**config.mk**
```make
export PLATFORM = sky130hd
export DESIGN_NAME = tick_period_monitor
export DESIGN_NICKNAME = d
export VERILOG_FILES = /design/src/rtl/tick_mon_pkg.sv /design/src/rtl/tick_gap_counter.sv /design/src/rtl/tick_period_monitor.sv
export SDC_FILE = /design/constraint.sdc
export NUM_CORES = 1
export LEC_CHECK = 0
export ABC_AREA = 1
export CAP_MARGIN = 5
export CORE_MARGIN = 2
export CORE_UTILIZATION = 57
export CTS_BUF_LIST = sky130_fd_sc_hd__clkbuf_4 sky130_fd_sc_hd__clkbuf_8
export CTS_CLUSTER_SIZE = 40
export DETAILED_ROUTE_END_ITERATION = 12
export PLACE_DENSITY_LB_ADDON = 0.1
export SLEW_MARGIN = 25
export SYNTH_ARGS = -nofsm -noshare
export SYNTH_HDL_FRONTEND = slang
export SYNTH_SLANG_ARGS = --single-unit
```
**constraint.sdc**
```tcl
create_clock -name clk -period 2.7 [get_ports clk]
set_clock_uncertainty 0.1 [all_clocks]
set_input_delay 0.81 -clock clk [delete_from_list [all_inputs] [get_ports clk]]
set_output_delay 0.81 -clock clk [all_outputs]
set_load 0.02 [all_outputs]
```
**src/rtl/tick_mon_pkg.sv**
```systemverilog
// Shared definitions for the tick period monitor.
//   state_t    : monitor FSM states
//   TICK_CNT_W : width of the free-running tick counter
//   clog2 / run_cnt_w : width helpers for the match-run counter
package tick_mon_pkg;

  localparam int unsigned TICK_CNT_W = 16;

  typedef enum logic [1:0] {
    IDLE   = 2'd0,
    MEAS   = 2'd1,
    LOCKED = 2'd2
  } state_t;

  // Smallest w with 2**w >= value, never less than 1.
  function automatic int unsigned clog2(input int unsigned value);
    int unsigned w;
    w = 0;
    for (int unsigned i = 0; i < 32; i++) begin
      if ((64'(1) << i) < 64'(value)) w = i + 1;
    end
    return (w == 0) ? 1 : w;
  endfunction

  // Run counter has to hold 0..lock_count.
  function automatic int unsigned run_cnt_w(input int unsigned lock_count);
    return clog2(lock_count + 1);
  endfunction

endpackage

```
**src/rtl/tick_gap_counter.sv**
```systemverilog
// Saturating gap counter: cycles since the last tick.
//   clk, rst_n  : clock, asynchronous active-low reset
//   tick        : tick strobe, restarts the gap at 1
//   clear       : synchronous clear, gap to 0 (wins over tick)
//   gap         : current gap, saturates at TIMEOUT
//   at_timeout  : gap == TIMEOUT-1, i.e. the next tick-less cycle reaches TIMEOUT
module tick_gap_counter #(
  parameter int unsigned CNT_W   = 32,
  parameter int unsigned TIMEOUT = 1024
) (
  input  logic             clk,
  input  logic             rst_n,
  input  logic             tick,
  input  logic             clear,
  output logic [CNT_W-1:0] gap,
  output logic             at_timeout
);

  localparam logic [CNT_W-1:0] GAP_ONE = CNT_W'(1);
  localparam logic [CNT_W-1:0] GAP_SAT = CNT_W'(TIMEOUT);
  localparam logic [CNT_W-1:0] GAP_PRE = CNT_W'(TIMEOUT - 1);

  logic [CNT_W-1:0] r_gap;

  always_ff @(posedge clk or negedge rst_n) begin
    if (!rst_n) begin
      r_gap <= '0;
    end else if (clear) begin
      r_gap <= '0;
    end else if (tick) begin
      r_gap <= GAP_ONE;
    end else if (r_gap != GAP_SAT) begin
      r_gap <= r_gap + GAP_ONE;
    end
  end

  assign gap        = r_gap;
  assign at_timeout = (r_gap == GAP_PRE);

endmodule

```
**src/rtl/tick_period_monitor.sv**
```systemverilog
// Tick period monitor: measures cycles between ticks, reports each period,
// locks after LOCK_COUNT consecutive matching periods, flags lost ticks.
//   clk, rst_n    : clock, asynchronous active-low reset
//   clear         : synchronous clear to IDLE, outputs zeroed (wins over tick)
//   tick_in       : tick strobe, one tick per high cycle
//   period        : last measured period
//   period_valid  : one-cycle pulse when period updates
//   locked        : LOCK_COUNT consecutive periods within TOL
//   timeout       : one-cycle pulse when the gap reaches TIMEOUT
//   lost          : sticky copy of timeout, cleared by clear/rst_n
//   tick_count    : ticks since reset/clear, wrapping
// Build option TICK_MON_MINMAX_EN adds period_min / period_max outputs.
module tick_period_monitor
  import tick_mon_pkg::*;
#(
  parameter int unsigned CNT_W      = 32,
  parameter int unsigned TIMEOUT    = 1024,
  parameter int unsigned LOCK_COUNT = 4,
  parameter int unsigned TOL        = 0
) (
  input  logic                  clk,
  input  logic                  rst_n,
  input  logic                  clear,
  input  logic                  tick_in,
  output logic [CNT_W-1:0]      period,
  output logic                  period_valid,
  output logic                  locked,
  output logic                  timeout,
  output logic                  lost,
  output logic [TICK_CNT_W-1:0] tick_count
`ifdef TICK_MON_MINMAX_EN
  ,
  output logic [CNT_W-1:0]      period_min,
  output logic [CNT_W-1:0]      period_max
`endif
);

  localparam int unsigned RUN_W = run_cnt_w(LOCK_COUNT);
  localparam logic [RUN_W-1:0]      RUN_ONE  = RUN_W'(1);
  localparam logic [RUN_W-1:0]      RUN_LOCK = RUN_W'(LOCK_COUNT);
  localparam logic [CNT_W:0]        TOL_X    = (CNT_W + 1)'(TOL);
  localparam logic [TICK_CNT_W-1:0] TCNT_ONE = TICK_CNT_W'(1);

  state_t                r_state;
  logic [RUN_W-1:0]      r_run;
  logic [CNT_W-1:0]      r_period;
  logic                  r_period_valid;
  logic                  r_locked;
  logic                  r_timeout;
  logic                  r_lost;
  logic [TICK_CNT_W-1:0] r_tick_count;

  logic [CNT_W-1:0] w_gap;
  logic             w_at_timeout;
  logic [CNT_W:0]   w_gap_x;
  logic [CNT_W:0]   w_prev_x;
  logic [CNT_W:0]   w_diff;
  logic             w_match;
  logic             w_load;
  logic             w_expire;
  logic [RUN_W-1:0] w_run_inc;
  logic [RUN_W-1:0] w_run_next;

  tick_gap_counter #(
    .CNT_W   (CNT_W),
    .TIMEOUT (TIMEOUT)
  ) u_gap (
    .clk        (clk),
    .rst_n      (rst_n),
    .tick       (tick_in),
    .clear      (clear),
    .gap        (w_gap),
    .at_timeout (w_at_timeout)
  );

  always_comb begin
    w_gap_x    = {1'b0, w_gap};
    w_prev_x   = {1'b0, r_period};
    w_diff     = (w_gap_x >= w_prev_x) ? (w_gap_x - w_prev_x) : (w_prev_x - w_gap_x);
    w_match    = (w_diff <= TOL_X);
    w_run_inc  = (r_run >= RUN_LOCK) ? RUN_LOCK : (r_run + RUN_ONE);
    // run==0 marks the first period after IDLE: nothing valid to compare with yet.
    w_run_next = ((r_run == '0) || !w_match) ? RUN_ONE : w_run_inc;
    w_load     = tick_in && !clear && (r_state != IDLE);
    // A tick on the pre-timeout cycle is a normal measurement, not a timeout.
    w_expire   = !tick_in && !clear && w_at_timeout && (r_state != IDLE);
  end

  always_ff @(posedge clk or negedge rst_n) begin
    if (!rst_n) begin
      r_state        <= IDLE;
      r_run          <= '0;
      r_period       <= '0;
      r_period_valid <= 1'b0;
      r_locked       <= 1'b0;
      r_timeout      <= 1'b0;
      r_lost         <= 1'b0;
      r_tick_count   <= '0;
    end else if (clear) begin
      r_state        <= IDLE;
      r_run          <= '0;
      r_period       <= '0;
      r_period_valid <= 1'b0;
      r_locked       <= 1'b0;
      r_timeout      <= 1'b0;
      r_lost         <= 1'b0;
      r_tick_count   <= '0;
    end else begin
      r_period_valid <= 1'b0;
      r_timeout      <= 1'b0;
      if (tick_in) r_tick_count <= r_tick_count + TCNT_ONE;

      if (w_load) begin
        r_period       <= w_gap;
        r_period_valid <= 1'b1;
      end

      if (w_expire) begin
        r_state   <= IDLE;
        r_run     <= '0;
        r_locked  <= 1'b0;
        r_timeout <= 1'b1;
        r_lost    <= 1'b1;
      end else begin
        case (r_state)
          IDLE: begin
            if (tick_in) begin
              r_state <= MEAS;
              r_run   <= '0;
            end
          end
          MEAS: begin
            if (tick_in) begin
              r_run <= w_run_next;
              if (w_run_next == RUN_LOCK) begin
                r_state  <= LOCKED;
                r_locked <= 1'b1;
              end
            end
          end
          LOCKED: begin
            if (tick_in) begin
              if (w_match) begin
                r_run <= w_run_inc;
              end else begin
                r_state  <= MEAS;
                r_run    <= RUN_ONE;
                r_locked <= 1'b0;
              end
            end
          end
          default: begin
            r_state  <= IDLE;
            r_run    <= '0;
            r_locked <= 1'b0;
          end
        endcase
      end
    end
  end

  assign period       = r_period;
  assign period_valid = r_period_valid;
  assign locked       = r_locked;
  assign timeout      = r_timeout;
  assign lost         = r_lost;
  assign tick_count   = r_tick_count;

`ifdef TICK_MON_MINMAX_EN
  logic [CNT_W-1:0] r_min;
  logic [CNT_W-1:0] r_max;

  always_ff @(posedge clk or negedge rst_n) begin
    if (!rst_n) begin
      r_min <= '1;
      r_max <= '0;
    end else if (clear) begin
      r_min <= '1;
      r_max <= '0;
    end else if (w_load) begin
      if (w_gap < r_min) r_min <= w_gap;
      if (w_gap > r_max) r_max <= w_gap;
    end
  end

  assign period_min = r_min;
  assign period_max = r_max;
`else
  // Min/max tracking not built.
`endif

endmodule

```
### Yosys cells after proc, flatten, opt, wreduce, memory -nomap -nowiden

Index checks and enable logic that the tools add are counted.

* add/sub/neg operators: 5
* magnitude comparators: 3
* eq/ne operators: 11
* multiplexer cells: 38
* reduce and logical (&&, ||, !) cells: 19

Operators with widths (count)
* $mux W32: 5
* $sub A32 B32 Y33: 2
* $le A33 B1 Y1 const B: 1
* $mux W33: 1
* $add A32 B1 Y32 const B: 1
* $eq A32 B10 Y1 const B: 1
* $ge A32 B32 Y1: 1
* $mux W16: 2
* $ne A32 B11 Y1 const B: 1
* $mux W3: 8
* $ne A4 B4 Y1 const B: 5
* $add A16 B1 Y16 const B: 1
* $mux W2: 7
* $mux W1: 12
* $reduce_and A5 Y1: 2
* $pmux W3 S3: 1
* $reduce_bool A2 Y1: 4
* $pmux W2 S3: 1
* $logic_and A1 B1 Y1: 5
* $add A3 B1 Y3 const B: 1
* $eq A3 B3 Y1 const B: 1
* $ge A3 B3 Y1 const B: 1
* $logic_not A1 Y1: 3
* $logic_not A3 Y1: 1
* other kinds (8): 8

* register bits after elaboration: 89
* logic and storage cells: 85

### Depth between registers and ports, before layout

* depth in word-level cells: 12
* depth in mapped cells: 27
* gate-level depth less buffers: 26

### Hierarchy

From an unflattened synthesis, not the netlist that was laid out.

* cell total of the unflattened synthesis: 1628
* area, all modules: 9520.4 µm²

Modules (own cells, without submodules)
* tick_period_monitor: times used 1, cells each 1310, area an instance 7450.9 µm², seq. area each 1426.4 µm²
* tick_gap_counter: times used 1, cells each 318, area an instance 2069.5 µm², seq. area each 800.8 µm²

### Least setup slack after synthesis

OpenSTA, ideal clock, no wires.

* kind: flip-flop to flip-flop
* start point: register r_period[2] (netlist: period[2])
* end point: register r_state[0]
* arrival time: 2578 ps
* slack: -95 ps
* cell stages (with the launch flop): 26
* path buffers: 1
* path through: dfrtp_1 > inv_1 > ha_1 > buf_2 > nand2_2 > inv_1 > nand2_1 > nand2_2 > nand2_1 > nand2_1 > nand2_1 > nand2_1 > nand2_2 > nand3_4 > inv_2 > nor2_1 > nor2_1 > nand2_1 > nor2_2 > nand3_2 > nor2_2 > nand3_1 > nand2_2 > nand2_1 > nand2_1 > nand2_1

* cells in the longest elaborated chain, start to end: 9
* elaborated cells on any way between the ends: 12

Ends and longest elaborated chain
* start, declared: RTL line tick_period_monitor.sv:46 `logic [CNT_W-1:0] r_period;`
* start signal, assigned: RTL line tick_period_monitor.sv:114 `r_period <= w_gap;`
* $sub A32 B32 Y33 / $ge A32 B32 Y1 (equally long branches): RTL line tick_period_monitor.sv:79 `w_diff = (w_gap_x >= w_prev_x) ? (w_gap_x - w_prev_x) : (w_prev_x - w_gap_x);`
* $mux W33 *: RTL line tick_period_monitor.sv:79
* $le A33 B1 Y1 *: RTL line tick_period_monitor.sv:80 `w_match = (w_diff <= TOL_X);`
* $logic_not A1 Y1: RTL line tick_period_monitor.sv:83 `w_run_next = ((r_run == '0) || !w_match) ? RUN_ONE : w_run_inc;`
* $logic_or A1 B1 Y1: RTL line tick_period_monitor.sv:83
* $mux W3: RTL line tick_period_monitor.sv:83
* $eq A3 B3 Y1: RTL line tick_period_monitor.sv:135 `if (w_run_next == RUN_LOCK) begin`
* $ne A4 B4 Y1 (no line)
* $reduce_and A5 Y1 (no line) *
* end signal, assigned: RTL line tick_period_monitor.sv:91 `r_state <= IDLE;`
* end signal, assigned: RTL line tick_period_monitor.sv:136 `r_state <= LOCKED;`
* end signal, assigned: RTL line tick_period_monitor.sv:146 `r_state <= MEAS;`
* end, declared: RTL line tick_period_monitor.sv:44 `state_t r_state;`

Every way passes the cells marked *; elsewhere a longest branch is shown, timed or not.
A chain may end at the register's enable or synchronous reset.

### Final worst setup path

* start point: register u_gap.r_gap[19] (netlist: u_gap.gap[19])
* end point: register r_run[1]

* cells in the longest elaborated chain, start to end: 10
* elaborated cells on any way between the ends: 21

Ends and longest elaborated chain
* start, declared: RTL line tick_gap_counter.sv:23 `logic [CNT_W-1:0] r_gap;`
* start signal, assigned: RTL line tick_gap_counter.sv:33 `r_gap <= r_gap + GAP_ONE;`
* $sub A32 B32 Y33 / $ge A32 B32 Y1 (equally long branches): RTL line tick_period_monitor.sv:79
* $mux W33: RTL line tick_period_monitor.sv:79
* $le A33 B1 Y1: RTL line tick_period_monitor.sv:80
* $logic_not A1 Y1: RTL line tick_period_monitor.sv:83
* $logic_or A1 B1 Y1: RTL line tick_period_monitor.sv:83
* $mux W3: RTL line tick_period_monitor.sv:83
* $mux W3: RTL line tick_period_monitor.sv:133 `if (tick_in) begin`
* $pmux W3 S3: RTL line tick_period_monitor.sv:125 `case (r_state)`
* $mux W3: RTL line tick_period_monitor.sv:118 `if (w_expire) begin`
* $mux W3: RTL line tick_period_monitor.sv:99 `end else if (clear) begin`
* end signal, assigned: RTL line tick_period_monitor.sv:134 `r_run <= w_run_next;`
* end signal, assigned: RTL line tick_period_monitor.sv:144 `r_run <= w_run_inc;`
* end, declared: RTL line tick_period_monitor.sv:45 `logic [RUN_W-1:0] r_run;`

Parallel ways exist; a longest one is shown, timed or not. The select of a mux whose other input is x is not followed.

==> out/qor.json <==
{
  "timing.critical_path.fanout_max": 4,
  "worstSetupPathType": "reg2reg",
  "period_needed_ns": 3.25,
  "first_pass_grt_wire_length_mm": 54.6,
  "worst_path_dominant_cell_family": "simple AND/OR/NAND/NOR gates",
  "n_antenna_cell": 0,
  "syn-num-nets": 1571,
  "grt_overflow_total": 0,
  "cts.clk_slew.worst_paths_ns": 0.10,
  "placement.io_buffers": 55,
  "layout-drive-gt1-share_pct": 34.7,
  "switching_share_pct": 39.4,
  "die-width_um": 129,
  "layout.area.seq_um2": 2270,
  "part_of_the_power_in_combinational_logic_pct": 37.7,
  "cp_slowest_stage_delay_ns": 0.44,
  "timing.fmax_ghz": 0.308,
  "grt_max_degree": 46,
  "yosysSeqAreaShare_pct": 24.8,
  "synthMostInstantiatedCell": "sky130_fd_sc_hd__nand2_1",
  "rsz0062_at_grt": "true",
  "grt_antenna_before_repair": 0,
  "globalRouteTotalUtil_pct": 41.6,
  "hold_fix_buffers_at_cts": 0,
  "setup.worst_path.start_class": "flip-flop",
  "starting_density_pct": 58.6,
  "critical_path_required_ns": 2.93,
  "core_um2": 15300,
  "fin_cells": 2052,
  "ys_seq_elements": 89,
  "postRouteWirelength_mm": 40.8,
  "rows": 45,
  "crit_buf_inv": 5,
  "synth-edff-count": 0,
  "crit_path_frequent_cell": "sky130_fd_sc_hd__nand2_1",
  "finalSetupViolations": 13,
  "wire_length_per_cell_um": 19.9,
  "drt-initial-drc-count": 1754,
  "die_area_um2": 16800,
  "synth.largest_area_cell": "sky130_fd_sc_hd__dfrtp_1",
  "route.vias.total": 12400,
  "setup_tns_ns": -4.16,
  "finish.net_count": 1913,
  "remaining_drc_errors": 0,
  "rrSetupSlack_ns": -0.55,
  "run_status": "finished, violations left",
  "leakage_nw": 7.01,
  "die-height_um": 129,
  "clk_latency_ns": 0.41,
  "net-switching-power_mw": 1.47,
  "multi_input_area_um2": 6770,
  "worst_r2r_startpoint": "u_gap.gap[19]",
  "power.clock.fraction_pct": 24.9,
  "grt_pass1_vias": 11100,
  "synth.area.top_cells": "sky130_fd_sc_hd__dfrtp_1, sky130_fd_sc_hd__nand2_1, sky130_fd_sc_hd__inv_1",
  "synthDistinctLibCells": 40,
  "cts_tree": "yes",
  "async_set_reset_flop_share_out_of_synthesis_pct": 100,
  "areal_power_density_over_the_cells_nw_per_um2": 277,
  "cts_max_path_buffers": 2,
  "irDropWorstVdd_mv": 0.379,
  "violations_in_the_final_reports": "negative setup slack",
  "number_of_buffers_inserted_during_clock_tree_synthesis": 9,
  "via_per_inst": 6.05,
  "cp_cell_sequence": "buf_4, inv_1, ha_1, inv_1, nand2_1, nand2_1, nand2_1, o21bai_1, buf_4, inv_1, nand4_1, nand2_1, a21oi_1, nand3_1, nand2_1, nand3_4, or3_4, o21ai_1",
  "synth_area_per_cell_um2": 6.00,
  "residual_antenna_violating_net_count_after_detailed_routing": 0,
  "timing.final.ws_setup_ns": -0.547,
  "netlist_area_um2": 8970,
  "crit_arrival_ns": 3.47,
  "worst_slew_pin_slew_ns": 0.620,
  "area_growth_pct": 50.2,
  "cts-root-buf": "sky130_fd_sc_hd__clkbuf_8",
  "cts.sink_count": 89,
  "nature_of_the_critical_path_endpoint": "flip-flop",
  "fillCellCount": 832,
  "reg2reg_depth": 18,
  "cap_viol_max_count": 0,
  "ys.flop_type": "sky130_fd_sc_hd__dfrtp_1",
  "maxSlewHeadroom_pct": 58.7,
  "min_path_type": "in2async",
  "final_hold_viol_count": 0,
  "reg2reg_to": "r_run[1]",
  "power.sequential.fraction_pct": 37.4,
  "drtPass1Iterations": 10,
  "place.detailed.instances": 1992,
  "yosys.area.top_type_share_pct": 24.8,
  "yosysWarningCount": 0,
  "period_share_pct": 120,
  "p_int_mw": 2.26,
  "cpMaxStageDelayCell": "sky130_fd_sc_hd__dfrtp_1",
  "netlist_instances": 1494,
  "final_max_slew_viol_count": 0,
  "io_pins": 56,
  "hpwlAfterDp_mm": 25.0,
  "cts_max_level": 3,
  "gpl.final_weighted_congestion": 1.03,
  "synth.top_cells.by_count": "sky130_fd_sc_hd__nand2_1, sky130_fd_sc_hd__inv_1, sky130_fd_sc_hd__nor2_1, sky130_fd_sc_hd__nand3_1, sky130_fd_sc_hd__a21oi_1"
}
-- layout make-up --
| type | instances | share of cell area, % |
|---|---|---|
| Multi-Input combinational cell | 1076 | 50.2 |
| Inverter | 314 | 8.84 |
| Clock inverter | 6 | 0.353 |
| Tap cell | 211 | 1.96 |
| Timing Repair Buffer | 346 | 20.8 |
| Clock buffer | 10 | 1.02 |
| Sequential cell | 89 | 16.8 |
-- worst register-to-register path: stages (launching register included) --
cell	delay (ns)
sky130_fd_sc_hd__dfrtp_1	0.44
sky130_fd_sc_hd__buf_4	0.18
sky130_fd_sc_hd__inv_1	0.12
sky130_fd_sc_hd__ha_1	0.37
sky130_fd_sc_hd__inv_1	0.19
sky130_fd_sc_hd__nand2_1	0.12
sky130_fd_sc_hd__nand2_1	0.07
sky130_fd_sc_hd__nand2_1	0.12
sky130_fd_sc_hd__o21bai_1	0.15
sky130_fd_sc_hd__buf_4	0.13
sky130_fd_sc_hd__inv_1	0.05
sky130_fd_sc_hd__nand4_1	0.10
sky130_fd_sc_hd__nand2_1	0.06
sky130_fd_sc_hd__a21oi_1	0.11
sky130_fd_sc_hd__nand3_1	0.09
sky130_fd_sc_hd__nand2_1	0.11
sky130_fd_sc_hd__nand3_4	0.14
sky130_fd_sc_hd__or3_4	0.38
sky130_fd_sc_hd__o21ai_1	0.17
-- through the flow --
stage	hold WS [ns]	util [%]	total power, mW	instance area [um2]	worst slack [ns]
floorplan	0.367	-	2.16	9240	0.000700
global placement	0.360	77.5	2.58	11900	-0.455
detailed placement	0.366	77.5	2.61	11900	-0.502
CTS	0.201	84.2	3.58	12900	-0.168
global route	0.207	88.0	3.90	13500	-0.629
finish	0.182	88.0	3.74	13500	-0.547
-- registers in the layout (all words and copies together) (netlist names) --
name / flops
locked: 1
lost: 1
period: 32
period_valid: 1
r_run: 3
r_state: 2
tick_count: 16
timeout: 1
u_gap.gap: 32
-- kinds of logic (layout without fill, tap and decap cells) --
kind of cell / after synthesis / in the layout / share of synthesized area [%]
compound gates: 188 / 188 / 11.6
buf+inv: 329 / 676 / 13.8
flops: 89 / 89 / 24.8
simple gates: 800 / 800 / 38.1
xor+xnor: 15 / 15 / 1.47
fa+ha+maj: 73 / 73 / 10.2
-- cells in the final DEF, fill, tap and decap left out, drive strengths merged --
master,count
nand2,502
inv,313
buf,292
nor2,131
nand3,95
a21oi,92
dfrtp,89
ha,73
clkdlybuf4s50,54
o21ai,45
nand4,33
o22ai,32
nor3,25
xor2,15
clkbuf,10
o21bai,8
clkinv,6
nor4,6
a31oi,4
or2,3
a211oi,2
or3,2
nor3b,1
nor4b,1
a21boi,1
a21o,1
nand3b,1
o221a,1
o221ai,1
o211ai,1
clkinvlp,1
-- what timing repair did --
action,4_1_cts,5_1_grt
setup buffers,26,18
resized for setup,177,123
pin swaps,54,60
endpoints found under the setup margin,10,16
-- power by group through the flow --
| stage | Combinational [mW] | Clock, mW | Sequential (mW) |
|---|---|---|---|
| 2_1_floorplan | 0.728 | 0 | 1.44 |
| 3_3_place_gp | 1.16 | 0 | 1.42 |
| 3_5_place_dp | 1.18 | 0 | 1.42 |
| 4_1_cts | 1.26 | 0.925 | 1.40 |
| 5_1_grt | 1.52 | 0.974 | 1.40 |
| 6_report | 1.41 | 0.929 | 1.40 |
-- metal layers --
layer	up-vias	part of all wire, %	track usage, %
met5	-	0	0
met4	0	8.2	19.0
met3	367	12	7.89
met2	1033	43	65.5
met1	5649	37	55.6
li1	5365	-	-
-- worst max-delay path by stage --
stage,from,to,cells after the start
finish,u_gap.gap[19],r_run[1],18
global route,u_gap.gap[19],locked,21
CTS,u_gap.gap[8],r_state[1],23
floorplan,period[20],r_state[0],21
global placement,period[19],r_state[1],20
detailed placement,period[19],r_state[1],20
Power figures use the tool's default switching activity.
